### config.mk
export PLATFORM = sky130hd
export DESIGN_NAME = wide_add_seq
export DESIGN_NICKNAME = d
export VERILOG_FILES = /design/src/rtl/wide_add_seq_pkg.sv /design/src/rtl/wide_add_seq_csa_8_cin.sv /design/src/rtl/wide_add_seq.sv
export SDC_FILE = /design/constraint.sdc
export NUM_CORES = 1
export LEC_CHECK = 0
export CORE_UTILIZATION = 40
export DETAILED_ROUTE_END_ITERATION = 8
export DONT_BUFFER_PORTS = 1
export HOLD_SLACK_MARGIN = 0.02
export PLACE_DENSITY = 0.57
export SLEW_MARGIN = 5
export SYNTH_ARGS = -nofsm -noshare
export SYNTH_HDL_FRONTEND = slang
export SYNTH_SLANG_ARGS = --single-unit
### constraint.sdc
create_clock -name clk -period 4.05 [get_ports clk]
set_input_delay 0.81 -clock clk [delete_from_list [all_inputs] [get_ports clk]]
set_output_delay 0.81 -clock clk [all_outputs]
set_load 0.05 [all_outputs]
### src/rtl/wide_add_seq_pkg.sv
// Shared definitions for the wide_add_seq byte-serial adder.
// Contents:
//   SLICE_W : width of the single carry-select slice that is reused each cycle
//   state_t : sequencer states (IDLE accepts, RUN walks the bytes, DONE presents)
package wide_add_pkg;

    localparam int SLICE_W = 8;

    typedef enum logic [1:0] {
        IDLE = 2'd0,
        RUN  = 2'd1,
        DONE = 2'd2
    } state_t;

endpackage

### src/rtl/wide_add_seq_csa_8_cin.sv
// 8-bit carry-select adder slice with carry-in.
// Ports:
//   a, b  : 8-bit addends
//   cin   : carry into bit 0
//   sum   : 8-bit result
//   cout  : carry out of bit 7
module csa_8_cin (
    input  logic [7:0] a,
    input  logic [7:0] b,
    input  logic       cin,
    output logic [7:0] sum,
    output logic       cout
);

    logic [4:0] loSum;
    logic [4:0] hiSum0;
    logic [4:0] hiSum1;

    // Low nibble ripples with the real carry-in, while both possible upper
    // nibble results are formed in parallel and the low-nibble carry picks one.
    always_comb begin
        loSum  = {1'b0, a[3:0]} + {1'b0, b[3:0]} + {4'b0000, cin};
        hiSum0 = {1'b0, a[7:4]} + {1'b0, b[7:4]};
        hiSum1 = {1'b0, a[7:4]} + {1'b0, b[7:4]} + 5'd1;
        if (loSum[4]) begin
            sum  = {hiSum1[3:0], loSum[3:0]};
            cout = hiSum1[4];
        end else begin
            sum  = {hiSum0[3:0], loSum[3:0]};
            cout = hiSum0[4];
        end
    end

endmodule

### src/rtl/wide_add_seq.sv
// Byte-serial WIDTH-bit add/subtract sequencer built around one 8-bit
// carry-select slice, least-significant byte first.
// Ports:
//   clk, rst             : clock, asynchronous active-high reset
//   in_valid, in_ready   : operand handshake (a, b, sub sampled on accept)
//   out_valid, out_ready : result handshake
//   sum, carry, overflow : result, carry out of MSB, signed overflow
module wide_add_seq
    import wide_add_pkg::*;
#(
    parameter int WIDTH = 32
) (
    input  logic             clk,
    input  logic             rst,
    input  logic             in_valid,
    output logic             in_ready,
    input  logic [WIDTH-1:0] a,
    input  logic [WIDTH-1:0] b,
    input  logic             sub,
    output logic             out_valid,
    input  logic             out_ready,
    output logic [WIDTH-1:0] sum,
    output logic             carry,
    output logic             overflow
);

    localparam int N     = WIDTH / SLICE_W;
    localparam int IDX_W = (N > 1) ? $clog2(N) : 1;
    localparam logic [IDX_W-1:0] LAST_IDX = IDX_W'(N - 1);

    state_t           state_q, state_d;
    logic [IDX_W-1:0] idx_q, idx_d;
    logic [WIDTH-1:0] opA_q, opA_d;
    logic [WIDTH-1:0] opB_q, opB_d;
    logic             carry_q, carry_d;
    logic [WIDTH-1:0] sum_q, sum_d;
    logic             ovf_q, ovf_d;

    logic [7:0]       sliceA;
    logic [7:0]       sliceB;
    logic [7:0]       sliceSum;
    logic             sliceCout;

    // The current byte of each operand is steered into the shared slice.
    assign sliceA = opA_q[idx_q*SLICE_W +: SLICE_W];
    assign sliceB = opB_q[idx_q*SLICE_W +: SLICE_W];

    csa_8_cin u_slice (
        .a    (sliceA),
        .b    (sliceB),
        .cin  (carry_q),
        .sum  (sliceSum),
        .cout (sliceCout)
    );

    // Sequencer: subtraction is folded in at accept time by storing ~b and
    // seeding the byte carry with 1, so the RUN phase is a plain add.
    always_comb begin
        state_d = state_q;
        idx_d   = idx_q;
        opA_d   = opA_q;
        opB_d   = opB_q;
        carry_d = carry_q;
        sum_d   = sum_q;
        ovf_d   = ovf_q;
        case (state_q)
            IDLE: begin
                if (in_valid) begin
                    opA_d   = a;
                    opB_d   = b ^ {WIDTH{sub}};
                    carry_d = sub;
                    idx_d   = '0;
                    state_d = RUN;
                end
            end
            RUN: begin
                sum_d[idx_q*SLICE_W +: SLICE_W] = sliceSum;
                carry_d = sliceCout;
                if (idx_q == LAST_IDX) begin
                    // The top slice supplies the result MSB for the overflow test.
                    idx_d   = '0;
                    ovf_d   = (opA_q[WIDTH-1] == opB_q[WIDTH-1]) &&
                              (sliceSum[7] != opA_q[WIDTH-1]);
                    state_d = DONE;
                end else begin
                    idx_d = idx_q + 1'b1;
                end
            end
            DONE: begin
                if (out_ready) begin
                    state_d = IDLE;
                end
            end
            default: begin
                state_d = IDLE;
            end
        endcase
    end

    // State and datapath registers; reset clears any partial result and the
    // inter-byte carry so an aborted operation leaves nothing behind.
    always_ff @(posedge clk or posedge rst) begin
        if (rst) begin
            state_q <= IDLE;
            idx_q   <= '0;
            opA_q   <= '0;
            opB_q   <= '0;
            carry_q <= 1'b0;
            sum_q   <= '0;
            ovf_q   <= 1'b0;
        end else begin
            state_q <= state_d;
            idx_q   <= idx_d;
            opA_q   <= opA_d;
            opB_q   <= opB_d;
            carry_q <= carry_d;
            sum_q   <= sum_d;
            ovf_q   <= ovf_d;
        end
    end

    assign in_ready  = (state_q == IDLE);
    assign out_valid = (state_q == DONE);
    assign sum       = sum_q;
    assign carry     = carry_q;
    assign overflow  = ovf_q;

endmodule

==> impl_metrics.ini <==
[status]
outcome = complete, no violations

[placement]
gp_congestion = 0.7850
place_inst = 604
dp.final_hpwl_um = 7794
numPortBuffers = 0

[sta]
tightestPinTransition_ns = 0.9337
period_needed_ns = 3.379
hold_viol = 0
post-route-period-util = 0.8342
finalSetupTns_ns = 0
maxSlewHeadroom = 0.3776
rsz0062_at_grt = no
hold-worst-slack_ns = 0.4732
fmax_ghz = 0.2960
worst_clock_skew_ns = 0.008653
setup_viol = 0
finalMaxSlewViolations = 0

[pwr]
vdd_drop_max_v = 0.0003708
netSwitchingFraction = 0.4561
p_clk_frac = 0.157
power_frac_seq = 0.382
p_leak_uw = 0.002481
comb_power_share = 0.461
p_per_area_mw_per_mm2 = 978.6
p_int_uw = 2837
power.switching_uw = 2379

[synth]
ys_types = 35
synth-compound-area-share = 0.1022
ys_seq_area_frac = 0.5211
synthSimpleGateAreaFrac = 0.1499
synth_top_area_frac = 0.5211
syn_area_per_cell_um2 = 10.36
syn-num-nets = 559
synthXorXnorAreaFrac = 0.07254
synth_area_mm2 = 0.004898
ys_ff_latch = 102
synthTopCellsByArea = dfrtp_1 (52%), nand2_1 (12%), mux4_2 (7.4%)
synth_top_area_cell = dfrtp_1
synth_top_family_by_area = simple AND/OR/NAND/NOR gates
syn_inst = 473
synth.area.mux_share = 0.07586
synth_adder_area_share = 0.04802
yosysWarningCount = 0

[cts]
ctsResizeCount = 0
h-tree-depth = 3
cts_sinks = 102
cts_tree = yes
hold_buffers = 0
path_clk_slew_ns = 0.07
cts-root-buf = clkbuf_16
max-clock-path-buffers = 2
cts_setup_buffers = 0
numCtsBuffers = 9
clkLatencyLatePin_ns = 0.35

[global_route]
track_usage = 0.1793
grt-ovfl-total = 0
antenna_found_initial = 0
grt_pass1_wl_um = 17160
grt_max_degree = 61
grt_pass1_vias = 3282

[die]
die_x_um = 112.7
die_area_mm2 = 0.01269
core-area_mm2 = 0.01196
rows = 40
start_util = 0.4095
io_pins = 105
fp.dieH_um = 112.7

[worst_setup_path]
crit_fanout = 11
cp_cell_sequence = buf_4 > mux4_2 > ha_1 > inv_1 > fa_1 > nand2b_1 > a2111oi_4 > xnor3_1 > a221o_1
r2r.worst_path.cells = 9
crit_buf_inv = 2
crit_arrival_ns = 3.61
start_kind = register
crit_family = flip-flops
max_stage_delay_ns = 0.77
critPathSlowestCell = dfrtp_1
path_class = reg -> reg
cp.required_ns = 4.28
worst-path-stages = 9
worstSetupEndpointType = register

[hold_path]
worstHoldPathType = reg -> reg
hold_path_depth = 2

[layout]
fillerInstances = 1146
diodes = 0
areaGrowthSynthToFinish_pct = 8.812
final_nets = 554
layoutNonFillerInstCount = 620
drive_above_1_share = 0.1057
utilization = 0.4456

[flow_run]
max-cap-violations = 0

[routing]
first_iter_violations = 140
via_per_inst = 5.121
drt-wirelength-per-cell_um = 16.81
drc = 0
drt-pass1-iter-count = 4
routed_wl_um = 10420
vias = 3175
ant_nets = 0
cell families (layout without fill, tap and decap cells):
family                   count (synthesis)  after routing
AO/OA/AOI/OAI                           79             79
XOR/XNOR                                39             39
adder cells (fa/ha/maj)                 17             17
buffers and inverters                   37             37
flip-flops                             102            102
multiplexers                            17             17
AND/OR/NAND/NOR                        182            182
routing by layer:
| metal | GRT usage | share of wire | up-vias |
|---|---|---|---|
| met5 | 0 | 0 | - |
| met4 | 0.05956 | 0.017 | 0 |
| met3 | 0.05562 | 0.066 | 11 |
| met2 | 0.3033 | 0.49 | 86 |
| met1 | 0.2175 | 0.42 | 1511 |
| li1 | - | - | 1567 |
cell usage after synthesis:
master     instances
a22o_2             4
fa_1               3
xnor2_1           35
buf_1              2
buf_4              1
o21ai_0           53
nand2_2            1
o31ai_1            1
nand2b_1           5
a21o_1             1
a22o_1            12
ha_1              14
a221o_1            1
and3_2             1
or3_1              4
nor2b_1            1
buf_2              5
inv_1             14
a21o_2             2
nor3_1             5
a21oi_1            4
or4_1              1
xor2_1             3
clkbuf_1          15
nand3_1            2
and2_1             1
nand2_1          153
a2111oi_4          1
xnor3_1            1
nor2_1             6
mux4_2            16
dfrtp_1          102
nand4_1            1
nor4_1             1
mux2_2             1
power groups by stage:
| stage | clock network (uW) | logic, uW | registers [uW] |
|---|---|---|---|
| floorplan | 0 | 1900 | 1870 |
| global placement | 0 | 2360 | 2020 |
| detailed placement | 0 | 2420 | 2020 |
| CTS | 839 | 2430 | 2000 |
| global route | 876 | 2740 | 2050 |
| finish | 818 | 2400 | 1990 |
layout by cell type, fill, tap and decap left out, types with 4 or more instances in the layout:
master     synthesis  layout
nor2_1             6       6
nand2_1          153     152
or3_1              4       4
clkbuf_16          0       9
ha_1              14      14
inv_1             14      13
nand2b_1           5       5
o21ai_0           53      53
buf_4              1       7
a22o_2             4       4
dfrtp_1          102     102
mux4_2            16      16
xnor2_1           35      35
a21oi_1            4       4
nor3_1             5       5
a22o_1            12      12
worst paths after layout:
path	from	to	slack, ns
hold reg to reg	opA_q[30]	opA_q[30]	0.47
hold / removal	opA_q[30]	opA_q[30]	0.47
setup reg to reg	idx_q[0]	overflow	0.67
min in group asynchronous	rst	opA_q[1]	0.48
setup / recovery	idx_q[0]	overflow	0.67
max in group asynchronous	rst	opB_q[19]	2.97
per-stage QoR:
stage / power [uW] / worst slack [ns] / area [um2]
floorplan: 3775 / 0.5645 / 4898
CTS: 5274 / 0.6209 / 5330
global placement: 4381 / 0.7280 / 5044
finish: 5216 / 0.6714 / 5330
detailed placement: 4440 / 0.6374 / 5044
global route: 5668 / 0.4298 / 5330
worst reg2reg max path: cells and delay by family (launching register included):
kind            cells  cell delay [ns]
compound gates      2             0.56
xor+xnor            1             0.38
fa+ha+maj           2             0.65
buf+inv             2             0.39
flops               1             0.77
mux                 1             0.32
simple gates        1             0.20
registers in the layout (all words and copies together), names as in the netlist:
signal    flops
state_q       2
opB_q        32
carry         1
idx_q         2
opA_q        32
sum          32
overflow      1
area by class of cell:
class / count / area, um2 / area share
sequential: 102 / 2552 / 0.4789
multi-input combinational: 334 / 2200 / 0.4127
clock buffer: 12 / 256.5 / 0.04812
tap: 147 / 183.9 / 0.03451
inverter: 14 / 55.05 / 0.01033
timing repair buffer: 7 / 52.55 / 0.009859
clock inverter: 4 / 30.03 / 0.005634
Note: power is estimated with default switching activity, not from simulation.
